<file path="src/rtl/pipe_skid_reg.sv">
// rtl/pipe_skid_reg.sv - two-entry skid-buffered pipeline register with flush and stall counter
module pipe_skid_reg #(
   parameter int DATA_W = 69,
   parameter int CTRL_W = 3,
   parameter int CNT_W  = 16
) (
   input  logic              clk,
   input  logic              rst_n,
   input  logic              flush,
   input  logic              in_valid,
   output logic              in_ready,
   input  logic [DATA_W-1:0] in_data,
   input  logic [CTRL_W-1:0] in_ctrl,
   output logic              out_valid,
   input  logic              out_ready,
   output logic [DATA_W-1:0] out_data,
   output logic [CTRL_W-1:0] out_ctrl,
   output logic [1:0]        occupancy,
   output logic [CNT_W-1:0]  stall_cnt
);

   // main drives the outputs and always holds the older entry; skid catches
   // the one entry that arrives while main is blocked downstream
   logic              main_valid_q, main_valid_d;
   logic [DATA_W-1:0] main_data_q,  main_data_d;
   logic [CTRL_W-1:0] main_ctrl_q,  main_ctrl_d;
   logic              skid_valid_q, skid_valid_d;
   logic [DATA_W-1:0] skid_data_q,  skid_data_d;
   logic [CTRL_W-1:0] skid_ctrl_q,  skid_ctrl_d;
   logic [CNT_W-1:0]  stall_cnt_q,  stall_cnt_d;

   logic accept;
   logic pop;
   logic stalled;

   // in_ready comes straight from the skid valid flop, so out_ready never
   // reaches the upstream handshake combinationally
   assign in_ready  = ~skid_valid_q;
   assign accept    = in_valid & in_ready;
   assign pop       = main_valid_q & out_ready;
   assign stalled   = in_valid & ~in_ready;

   assign out_valid = main_valid_q;
   assign out_data  = main_data_q;
   // bubbles must never carry RegWrite/Jump/MemtoReg downstream
   assign out_ctrl  = main_valid_q ? main_ctrl_q : '0;
   assign occupancy = {1'b0, main_valid_q} + {1'b0, skid_valid_q};
   assign stall_cnt = stall_cnt_q;

   // entry movement between input, skid and main; flush wins over everything
   // but only drops valid bits, payload flops keep their contents
   always_comb begin
      main_valid_d = main_valid_q;
      main_data_d  = main_data_q;
      main_ctrl_d  = main_ctrl_q;
      skid_valid_d = skid_valid_q;
      skid_data_d  = skid_data_q;
      skid_ctrl_d  = skid_ctrl_q;
      if (flush) begin
         main_valid_d = 1'b0;
         skid_valid_d = 1'b0;
      end else if (skid_valid_q) begin
         // in_ready is low here, so the only possible event is a pop
         if (pop) begin
            main_data_d  = skid_data_q;
            main_ctrl_d  = skid_ctrl_q;
            skid_valid_d = 1'b0;
         end
      end else if (accept) begin
         if (!main_valid_q || pop) begin
            main_valid_d = 1'b1;
            main_data_d  = in_data;
            main_ctrl_d  = in_ctrl;
         end else begin
            skid_valid_d = 1'b1;
            skid_data_d  = in_data;
            skid_ctrl_d  = in_ctrl;
         end
      end else if (pop) begin
         main_valid_d = 1'b0;
      end
   end

   // saturating count of cycles where upstream offered an entry and was refused
   always_comb begin
      stall_cnt_d = stall_cnt_q;
      if (stalled && !(&stall_cnt_q)) begin
         stall_cnt_d = stall_cnt_q + CNT_W'(1);
      end
   end

   // state registers; reset abandons any held entries immediately
   always_ff @(posedge clk or negedge rst_n) begin
      if (!rst_n) begin
         main_valid_q <= 1'b0;
         main_data_q  <= '0;
         main_ctrl_q  <= '0;
         skid_valid_q <= 1'b0;
         skid_data_q  <= '0;
         skid_ctrl_q  <= '0;
         stall_cnt_q  <= '0;
      end else begin
         main_valid_q <= main_valid_d;
         main_data_q  <= main_data_d;
         main_ctrl_q  <= main_ctrl_d;
         skid_valid_q <= skid_valid_d;
         skid_data_q  <= skid_data_d;
         skid_ctrl_q  <= skid_ctrl_d;
         stall_cnt_q  <= stall_cnt_d;
      end
   end

endmodule

</file>
<file path="config.mk">
export PLATFORM = sky130hd
export DESIGN_NAME = pipe_skid_reg
export DESIGN_NICKNAME = d
export VERILOG_FILES = /design/src/rtl/pipe_skid_reg.sv
export SDC_FILE = /design/constraint.sdc
export NUM_CORES = 1
export LEC_CHECK = 0
export CAP_MARGIN = 20
export CORE_ASPECT_RATIO = 1.25
export CORE_MARGIN = 10
export CORE_UTILIZATION = 50
export DETAILED_ROUTE_END_ITERATION = 12
export DONT_BUFFER_PORTS = 1
export PLACE_DENSITY_LB_ADDON = 0.05
export SETUP_SLACK_MARGIN = 0.15
export SLEW_MARGIN = 10
export SYNTH_ARGS = -nofsm -noshare
export SYNTH_HDL_FRONTEND = slang
export SYNTH_SLANG_ARGS = --single-unit
export TNS_END_PERCENT = 20
</file>
<file path="constraint.sdc">
create_clock -name clk -period 2.8 [get_ports clk]
set_input_delay 0.28 -clock clk [delete_from_list [all_inputs] [get_ports clk]]
set_output_delay 0.28 -clock clk [all_outputs]
set_load 0.03 [all_outputs]
</file>
Yosys cells after proc, flatten, opt, wreduce, memory -nomap -nowiden
Index checks and enable logic that the tools add are counted.

Multiplexer cells: 19. Add/subtract/negate cells: 2. Eq/ne operators: 3. Reductions and logical operators: 11. Bitwise logic cells: 6.

Operators with widths (count): two-way mux 69 bit (4); adder 16 x 1 -> 16 bit, second input constant (1); AND reduction 16 bit (1); two-way mux 3 bit (5); two-way mux 1 bit (10); AND reduction 4 bit (2); nonzero test 2 bit (2); bitwise AND 1 bit (3); != test 3 x 2 -> 1 bit, second input constant (1); inverter 1 bit (3); AND reduction 3 bit (1); nonzero test 3 bit (1); adder 1 x 1 -> 2 bit (1); zero test 1 bit (2); != test 2 x 1 -> 1 bit, second input constant (1); != test 2 bit, second input constant (1); logical AND 1 bit (1); logical OR 1 bit (1).

Register bits: 162. Output and inout port bits: 92. Word-level logic and storage cells: 48.

Depth between registers and ports, before layout
Gate-level depths: netlist of run 1.

Depth in word-level cells: 6. Mapped depth: 6.

Worst setup path after synthesis of run 1
OpenSTA, ideal clock, no wires.

Path type: reg-to-reg. Start: register stall_cnt_q[0], in the netlist stall_cnt[0]. End: register stall_cnt_q[15], in the netlist stall_cnt[15]. Data arrival time: 1.841 ns. Cell stages (with the launch flop): 6. Slack: 0.824 ns. Library setup time: 0.136 ns. Path buffers: 0. Path through: dfrtp_1 -> ha_1 -> nand3_1 -> nor4_1 -> and4bb_2 -> xor2_1.

Cells in the longest elaborated chain, start to end: 3. Elaborated cells between the ends (all ways): 4.

Ends and longest elaborated chain: start: declaration (RTL line 30) `logic [CNT_W-1:0] stall_cnt_q, stall_cnt_d;`; start signal: assignment (RTL line 109) `stall_cnt_q <= stall_cnt_d;`; branches (longest 3 deep; another with adder 16 x 1 -> 16 bit).

Parallel ways; which one is timed is not known. A chain may end at the register's enable or synchronous reset.

Worst setup path in the final report of run 1
Start: register skid_valid_q. End: output in_ready.

Cells in the longest elaborated chain, start to end: 1.

Ends and longest elaborated chain: start: declaration (RTL line 27) `logic skid_valid_q, skid_valid_d;`; start signal: assignment (RTL line 106) `skid_valid_q <= skid_valid_d;`; inverter 1 bit (no line); end: declaration (RTL line 11) `output logic in_ready,`.

No other way between the ends.

==> results_tabular.tex, run 1 <==
\begin{tabular}{lr}
\hline
Metric & Value \\
\hline
\multicolumn{2}{l}{\textbf{Status}} \\
Status & finished with violations \\
Violated checks & hold timing \\
\multicolumn{2}{l}{\textbf{Routing}} \\
Antenna-violating nets left & 0 \\
Vias/cell & 5.58 \\
Vias after detailed routing & 4441 \\
Detailed-route DRC error count & 0 \\
WL/cell & 20.1 µm \\
Initial DRT Pass Iterations & 4 \\
Number of DRC markers after the initial detailed-route iteration & 266 \\
Final Routed Wirelength & 16000 µm \\
\multicolumn{2}{l}{\textbf{Clocking}} \\
Buffer depth of the longest clock path & 2 \\
H-tree level count & 4 \\
Number of clock buffers inserted by TritonCTS & 17 \\
Clk Tree Root Cell & sky130\_fd\_sc\_hd\_\_clkbuf\_16 \\
Gates resized, CTS repair & 0 \\
TritonCTS clock tree & yes \\
Buffers inserted by post-CTS timing repair & 0 \\
Worst-Skew Late Latency & 410 ps \\
Clock transition at path regs & 60 ps \\
\# clock sinks & 162 \\
\multicolumn{2}{l}{\textbf{Placed design}} \\
Worst slack at placement & 634 ps \\
Dpl hpwl & 10100 µm \\
Placer congestion estimate & 0.768 \\
Port Buf Inserts & 0 \\
Dpl cell area & 7000 µm² \\
\multicolumn{2}{l}{\textbf{Floorplan}} \\
Width of the die & 125 µm \\
Floorplan row count & 47 \\
Die span in y & 151 µm \\
Area of the die & 18800 µm² \\
Core area & 13300 µm² \\
Initial core utilization & 0.512 \\
Io pins & 169 \\
\multicolumn{2}{l}{\textbf{STA}} \\
Number of hold violations in the final report & 162 \\
Worst-case headroom to the max-slew limit & 0.498 \\
Max Clock Skew & 7.03 ps \\
Unrepaired setup endpoints after global routing & false \\
Minimum hold slack & -437 ps \\
Least setup slack across all paths after layout & 423 ps \\
Number of pins with negative max-slew slack in the final report & 0 \\
Final-layout setup total negative slack & 0 ps \\
Worst Max-Slew Pin Slew & 747 ps \\
Final setup violating endpoints & 0 \\
Post-route minimum period & 2380 ps \\
Final Cycle Share & 0.849 \\
Maximum clock frequency & 0.421 GHz \\
\multicolumn{2}{l}{\textbf{Worst setup path}} \\
Cell breakdown of the critical path & buf\_4, inv\_1 \\
Stage delay of the slowest cell on the critical path & 730 ps \\
Startpoint types & flop \\
WP data required & 2520 ps \\
Maximum fanout count along the critical path & 36 \\
Slowest stage cell on the critical path & sky130\_fd\_sc\_hd\_\_dfrtp\_4 \\
Worst Setup End Kind & primary output \\
Worst setup path class & reg -> out \\
Buffers \& Inverters on Critical Path & 2 \\
Crit path max-delay family & buffers and inverters \\
Arrival time of the worst setup path & 2100 ps \\
\multicolumn{2}{l}{\textbf{Cells and area}} \\
Layout-stage area growth over the synthesis result & 19.3\% \\
Area used by sequential logic in the layout & 4060 µm² \\
Ant diodes & 0 \\
Footprint of the multi-input gates & 2640 µm² \\
Post-route cell area & 8160 µm² \\
Number of inserted filler cells in the final layout & 1065 \\
Fraction of layout instances using a drive strength above 1 & 0.174 \\
Number of nets at the end of the flow & 692 \\
\multicolumn{2}{l}{\textbf{Synthesis}} \\
Number of distinct library cells after synthesis & 29 \\
Yosys warning total & 0 \\
Cell accounting for the most synthesized area & sky130\_fd\_sc\_hd\_\_dfrtp\_1 \\
Fraction of post-synthesis cell area in the top cell type by area & 0.593 \\
Gate count of the mapped netlist & 558 \\
Leading post-synthesis cells by cell area & sky130\_fd\_sc\_hd\_\_dfrtp\_1 (59\%), sky130\_fd\_sc\_hd\_\_mux2\_2 (12\%), sky130\_fd\_sc\_hd\_\_mux2i\_1 (11\%), sky130\_fd\_sc\_hd\_\_a21oi\_1 (5.9\%), sky130\_fd\_sc\_hd\_\_nor2\_1 (4.4\%) \\
FFs w/ async S/R, synth & 1.00 \\
Synthesized area per cell & 12.3 µm² \\
Number of flip-flops and latches in the synthesized netlist & 162 \\
Post-synthesis cell area & 6840 µm² \\
Predominant post-synthesis flop cell & sky130\_fd\_sc\_hd\_\_dfrtp\_1 \\
Synthesized netlist net count & 637 \\
Post-synthesis sequential area ratio & 0.593 \\
Number of enable flip-flop cells after synthesis & 0 \\
\multicolumn{2}{l}{\textbf{Worst hold path}} \\
Worst min-delay path category & in -> async \\
\multicolumn{2}{l}{\textbf{Global route}} \\
Gr ovfl total & 0 \\
Pin count of the biggest net entering global routing & 163 \\
Combined global-route utilization of all metal layers & 0.168 \\
Global-route wire length before repair & 25400 µm \\
Antenna violations before repair & 0 \\
Vias in the first global route & 4632 \\
\multicolumn{2}{l}{\textbf{Pwr}} \\
Total power & 6.83 mW \\
Leakage power & 3.44 nW \\
Peak supply drop & 578 µV \\
Power per cell area & 836 nW/µm² \\
\multicolumn{2}{l}{\textbf{Run}} \\
MaxCap Viol Count & 0 \\
\hline
\end{tabular}
==> flip-flops by register name, summed over array words and instances, names as in the netlist <==
register,cells
out_data,69
stall_cnt,16
skid_data_q,69
main_ctrl_q,3
out_valid,1
skid_valid_q,1
skid_ctrl_q,3
==> worst paths after layout <==
kind | start | to | slack, ps | depth (start not counted)
worst max-delay path | skid_valid_q | in_ready | 420 | 2
worst min-delay path | rst_n | stall_cnt[13] | -440 | 0
worst max register to register | stall_cnt[0] | stall_cnt[15] | 610 | 5
worst min register to register | skid_ctrl_q[1] | skid_ctrl_q[1] | 500 | 1
max in group asynchronous | rst_n | out_data[35] | 2940 | 0
min in group clk | in_data[55] | skid_data_q[55] | 20 | 1
==> Yosys cell counts, types with 2 or more instances <==
master / instances
sky130_fd_sc_hd__a31oi_1: 2
sky130_fd_sc_hd__ha_1: 2
sky130_fd_sc_hd__buf_2: 25
sky130_fd_sc_hd__nor4_1: 2
sky130_fd_sc_hd__mux2_2: 74
sky130_fd_sc_hd__buf_1: 2
sky130_fd_sc_hd__nor2_1: 80
sky130_fd_sc_hd__xnor2_1: 3
sky130_fd_sc_hd__clkbuf_1: 4
sky130_fd_sc_hd__mux2i_1: 72
sky130_fd_sc_hd__inv_1: 4
sky130_fd_sc_hd__o21ai_0: 2
sky130_fd_sc_hd__nand4_1: 2
sky130_fd_sc_hd__nand3_1: 4
sky130_fd_sc_hd__nand2_1: 7
sky130_fd_sc_hd__and3_1: 6
sky130_fd_sc_hd__xor2_1: 6
sky130_fd_sc_hd__a21oi_1: 80
sky130_fd_sc_hd__dfrtp_1: 162
sky130_fd_sc_hd__nor3b_1: 2
sky130_fd_sc_hd__nor3_1: 6
sky130_fd_sc_hd__and2_1: 4
==> per-stage QoR <==
step,hold slack (ps),util,instances
2_1_floorplan,-15.6,-,558
3_3_place_gp,-10.7,0.524,704
3_5_place_dp,-9.71,0.524,704
4_1_cts,-458,0.610,794
5_1_grt,-462,0.611,796
6_report,-437,0.611,796
==> worst register-to-register path, stage by stage (launching register included) <==
cell and delay, ps:
sky130_fd_sc_hd__dfrtp_1 560, sky130_fd_sc_hd__ha_1 270, sky130_fd_sc_hd__nand3_1 140, sky130_fd_sc_hd__nor4_1 650
sky130_fd_sc_hd__and4bb_2 310, sky130_fd_sc_hd__xor2_1 140
==> per-layer routing <==
metal	wire length, µm	track usage	up-vias
li1	-	-	2065
met1	6210	0.195	2235
met2	8110	0.278	127
met3	1420	0.0710	14
met4	228	0.0548	0
met5	0	0	-
==> where the power goes <==
part	internal (mW)	switching, mW	total [mW]	leakage, nW
clock	1.35	0.856	2.21	0.268
combinational	0.488	0.344	0.832	1.27
sequential	2.89	0.901	3.79	1.91
==> cell usage in the layout, fill, tap and decap left out, types with 4 or more instances in the layout <==
cell / n
sky130_fd_sc_hd__nand2_1: 6
sky130_fd_sc_hd__a21oi_1: 80
sky130_fd_sc_hd__buf_4: 4
sky130_fd_sc_hd__clkbuf_1: 7
sky130_fd_sc_hd__and3_1: 6
sky130_fd_sc_hd__clkbuf_16: 17
sky130_fd_sc_hd__and2_1: 4
sky130_fd_sc_hd__xor2_1: 6
sky130_fd_sc_hd__nor2_1: 80
sky130_fd_sc_hd__nand3_1: 4
sky130_fd_sc_hd__dfrtp_1: 161
sky130_fd_sc_hd__inv_1: 4
sky130_fd_sc_hd__mux2i_1: 72
sky130_fd_sc_hd__dlygate4sd3_1: 61
sky130_fd_sc_hd__nor3_1: 6
sky130_fd_sc_hd__mux2_2: 74
==> final cells by class <==
cell class	count	share of cell area
Tap cell	171	0.0262
Sequential cell	162	0.497
Inverter	4	0.00184
Clock inverter	5	0.00950
Timing Repair Buffer	67	0.0834
Multi-Input combinational cell	361	0.323
Clock buffer	26	0.0587
==> cell families after synthesis <==
logic type / share of synthesized area
buffers and inverters: 0.0238
xor gates and xnor gates: 0.0115
muxes: 0.227
DFF: 0.593
AOI/OAI and AO/OA: 0.0637
adders and majority gates: 0.00366
and+or+nand+nor: 0.0776
==> repair_timing <==
| action | 4_1_cts | 5_1_grt |
|---|---|---|
| endpoints found under the hold margin | 222 | 164 |
| hold buffers | 59 | 2 |
| setup endpoints to repair | 0 | 0 |
(Power assumes the default switching activity.)
==> run 2: changes to the inputs <==
--- a/config.mk
+++ b/config.mk
@@ -5,6 +5,7 @@
 export SDC_FILE = /design/constraint.sdc
 export NUM_CORES = 1
 export LEC_CHECK = 0
+export ABC_AREA = 1
 export CAP_MARGIN = 20
 export CORE_ASPECT_RATIO = 1.25
 export CORE_MARGIN = 10
==> constraint.sdc (replaced) <==
create_clock -name clk -period 2.3 [get_ports clk]
set_input_delay 0.23 -clock clk [delete_from_list [all_inputs] [get_ports clk]]
set_output_delay 0.23 -clock clk [all_outputs]
set_load 0.03 [all_outputs]
==> run 2 against run 1 <==
  * The flow still finishes with violations (hold timing)
  * Setup slack got worse by 56 ps
  * Clock-buffer cell count decreased by 2
  * Synthesized area increased by 8.8%
  * Design area increased by 8.2%
  * Clock skew decreased by 1.0 ps
  * Non-clock buffer count increased by 20
  * Register-to-register slack got worse by 170 ps
  * Utilization decreased by 0.098 points
  * Critical endpoint is now occupancy[0]
  * Largest cell class unchanged
==> results_tabular.tex, run 2 <==
\begin{tabular}{lr}
\hline
Metric & Value \\
\hline
\multicolumn{2}{l}{\textbf{Placed design}} \\
Dpl hpwl & 11900 µm (+18\%) \\
Port Buf Inserts & 0 (unchanged) \\
Placer congestion estimate & 0.879 (+14\%) \\
Worst slack at placement & 451 ps (-183 ps) \\
Dpl cell area & 7550 µm² (+7.9\%) \\
\multicolumn{2}{l}{\textbf{Synthesis}} \\
Most common cell in the netlist & sky130\_fd\_sc\_hd\_\_nand2\_1 \\
Number of flip-flops and latches in the synthesized netlist & 162 (unchanged) \\
Post-synthesis sequential area ratio & 0.545 (-0.0478) \\
Number of enable flip-flop cells after synthesis & 0 (unchanged) \\
Leading post-synthesis cells by cell area & sky130\_fd\_sc\_hd\_\_dfrtp\_1 (54\%), sky130\_fd\_sc\_hd\_\_nand2\_1 (15\%), sky130\_fd\_sc\_hd\_\_o21ai\_0 (9.9\%), sky130\_fd\_sc\_hd\_\_inv\_1 (8.4\%), sky130\_fd\_sc\_hd\_\_o21ai\_1 (5.0\%) \\
Synthesized area per cell & 7.87 µm² (-36\%) \\
Fraction of post-synthesis cell area in the top cell type by area & 0.545 (-0.0478) \\
Post-synthesis cell area & 7440 µm² (+8.8\%) \\
Synthesized netlist net count & 1024 (+61\%) \\
Predominant post-synthesis flop cell & sky130\_fd\_sc\_hd\_\_dfrtp\_1 \\
Cell accounting for the most synthesized area & sky130\_fd\_sc\_hd\_\_dfrtp\_1 \\
Number of distinct library cells after synthesis & 20 (-31\%) \\
Gate count of the mapped netlist & 945 (+69\%) \\
Yosys warning total & 0 (unchanged) \\
Most used standard cells in the synthesized netlist & sky130\_fd\_sc\_hd\_\_nand2\_1 (294), sky130\_fd\_sc\_hd\_\_inv\_1 (167), sky130\_fd\_sc\_hd\_\_dfrtp\_1 (162) \\
FFs w/ async S/R, synth & 1.00 (unchanged) \\
\multicolumn{2}{l}{\textbf{Global route}} \\
Vias in the first global route & 5941 (+28\%) \\
Antenna violations before repair & 0 (unchanged) \\
Pin count of the biggest net entering global routing & 163 (unchanged) \\
Gr ovfl total & 0 (unchanged) \\
Combined global-route utilization of all metal layers & 0.182 (+0.0140) \\
Global-route wire length before repair & 29800 µm (+17\%) \\
\multicolumn{2}{l}{\textbf{Clocking}} \\
Worst-Skew Late Latency & 420 ps (about the same) \\
Gates resized, CTS repair & 0 (unchanged) \\
H-tree level count & 4 (unchanged) \\
\# clock sinks & 162 (unchanged) \\
Post-CTS Hold Buffers & 73 (+24\%) \\
Buffer depth of the longest clock path & 2 (unchanged) \\
Clock transition at path regs & 60 ps (about the same) \\
TritonCTS clock tree & yes \\
Number of clock buffers inserted by TritonCTS & 17 (unchanged) \\
Clk Tree Root Cell & sky130\_fd\_sc\_hd\_\_clkbuf\_16 \\
\multicolumn{2}{l}{\textbf{Routing}} \\
Detailed-route DRC error count & 0 (unchanged) \\
Final Routed Wirelength & 17800 µm (+11\%) \\
Vias/cell & 5.03 (-9.8\%) \\
Number of DRC markers after the initial detailed-route iteration & 487 (+83\%) \\
Initial DRT Pass Iterations & 5 (+1) \\
WL/cell & 14.9 µm (-26\%) \\
Antenna-violating nets left & 0 (unchanged) \\
Vias after detailed routing & 5996 (+35\%) \\
\multicolumn{2}{l}{\textbf{Cells and area}} \\
Number of nets at the end of the flow & 1082 (+56\%) \\
Number of inserted filler cells in the final layout & 1247 (+17\%) \\
Post-route cell area & 8830 µm² (+8.2\%) \\
Most frequent standard cell in the layout excluding fill and tap cells & sky130\_fd\_sc\_hd\_\_nand2\_1 \\
Most used cells in the layout excluding fill and tap cells & sky130\_fd\_sc\_hd\_\_nand2\_1 (294), sky130\_fd\_sc\_hd\_\_inv\_1 (167), sky130\_fd\_sc\_hd\_\_dfrtp\_1 (161) \\
Layout-stage area growth over the synthesis result & 18.7\% \\
Fraction of layout instances using a drive strength above 1 & 0.0424 (-0.132) \\
Ant diodes & 0 (unchanged) \\
\multicolumn{2}{l}{\textbf{Worst setup path}} \\
Worst Setup End Kind & primary output \\
Cell breakdown of the critical path & buf\_4, ha\_1 \\
Slowest stage cell on the critical path & sky130\_fd\_sc\_hd\_\_dfrtp\_4 \\
Worst R2R Path Depth & 5 (unchanged) \\
Worst reg-to-reg setup slack & 440 ps (-170 ps) \\
WP data required & 2070 ps (-450 ps) \\
Buffers \& Inverters on Critical Path & 1 (-1) \\
Arrival time of the worst setup path & 1700 ps (-400 ps) \\
Worst setup path class & reg -> out \\
Maximum fanout count along the critical path & 43 (+19\%) \\
Startpoint types & flop \\
Crit path max-delay family & flip-flops \\
Stage delay of the slowest cell on the critical path & 500 ps (-230 ps) \\
Beginning of the worst register-to-register path & stall\_cnt[2] \\
Reg-to-reg critical path endpoint & stall\_cnt[2] \\
\multicolumn{2}{l}{\textbf{STA}} \\
Unrepaired setup endpoints after global routing & false \\
Minimum hold slack & -499 ps (-62.0 ps) \\
Final-layout setup total negative slack & 0 ps (unchanged) \\
Number of hold violations in the final report & 162 (unchanged) \\
Worst Max-Slew Pin Slew & 773 ps (+26.2 ps) \\
Worst-case headroom to the max-slew limit & 0.484 (-0.0136) \\
Post-route minimum period & 1930 ps \\
Number of pins with negative max-slew slack in the final report & 0 (unchanged) \\
Least setup slack across all paths after layout & 367 ps (-56.0 ps) \\
Max Clock Skew & 5.99 ps (-1.04 ps) \\
Final setup violating endpoints & 0 (unchanged) \\
Final Cycle Share & 0.840 \\
Maximum clock frequency & 0.517 GHz \\
\multicolumn{2}{l}{\textbf{Run}} \\
MaxCap Viol Count & 0 (unchanged) \\
\multicolumn{2}{l}{\textbf{Floorplan}} \\
Area of the die & 20200 µm² (+7.5\%) \\
Core area & 14500 µm² (+8.4\%) \\
Width of the die & 129 µm (+3.6\%) \\
Initial core utilization & 0.514 (+0.00185) \\
Floorplan row count & 49 (+4.3\%) \\
Die span in y & 156 µm (+3.7\%) \\
Io pins & 169 (unchanged) \\
\multicolumn{2}{l}{\textbf{Status}} \\
Status & finished with violations \\
Violated checks & hold timing \\
\multicolumn{2}{l}{\textbf{Worst hold path}} \\
Worst min-delay path category & in -> async \\
\multicolumn{2}{l}{\textbf{Pwr}} \\
Power per cell area & 927 nW/µm² (+11\%) \\
Leakage power & 4.33 nW (+26\%) \\
Peak supply drop & 571 µV (-1.2\%) \\
\hline
\end{tabular}
## run 2: routing by layer
metal	wire, µm	vias up	global-route usage	share of wire
met5	0	-	0	0
met3	1270	11	0.0571	0.071
met4	183	0	0.0602	0.010
met2	8760	149	0.300	0.49
li1	-	3024	-	-
met1	7560	2812	0.222	0.43
## run 2: final cells by class
| type | instances | area [µm²] | area share |
|---|---|---|---|
| Timing Repair Buffer | 87 | 861 | 0.0975 |
| Inverter | 167 | 627 | 0.0710 |
| Sequential cell | 162 | 4060 | 0.459 |
| Clock inverter | 5 | 52.6 | 0.00595 |
| Clock buffer | 24 | 502 | 0.0568 |
| Tap cell | 178 | 223 | 0.0252 |
| Multi-Input combinational cell | 568 | 2510 | 0.284 |
## run 2: logic make-up after synthesis
family                     synth area share
DFF                                   0.545
adders and majority gates           0.00336
and+or+nand+nor                       0.174
AOI/OAI and AO/OA                     0.153
buffers and inverters                 0.118
xor gates and xnor gates            0.00706
## run 2: power breakdown
part / switching (mW) / internal, mW / leakage [nW]
combinational: 0.609 / 0.467 / 2.01
sequential: 0.961 / 3.48 / 2.05
clock: 1.06 / 1.61 / 0.274
## run 2: stage by stage
| stage | util | instances | hold slack (ps) | power [mW] |
|---|---|---|---|---|
| after floorplan | - | 945 | -65.6 | 5.15 |
| after detailed placement | 0.522 | 1089 | -60.2 | 5.48 |
| after CTS | 0.611 | 1191 | -513 | 8.28 |
| final | 0.611 | 1191 | -499 | 8.19 |
| after global routing | 0.611 | 1191 | -518 | 8.66 |
| after global placement | 0.522 | 1089 | -60.2 | 5.40 |
## run 2: worst max-delay path by stage
stage	startpoint	end	slack, ps	depth (start not counted)
floorplan	stall_cnt[1]	stall_cnt[6]	620	7
global placement	stall_cnt[2]	stall_cnt[2]	550	5
detailed placement	stall_cnt[2]	stall_cnt[2]	450	5
CTS	skid_valid_q	occupancy[0]	350	2
global route	stall_cnt[2]	stall_cnt[2]	250	5
finish	skid_valid_q	occupancy[0]	370	2
## run 2: what timing repair did
| item | CTS | global route |
|---|---|---|
| endpoints found under the setup margin | 0 | 0 |
| endpoints found under the hold margin | 235 | 162 |
| setup buffers | 0 | 0 |
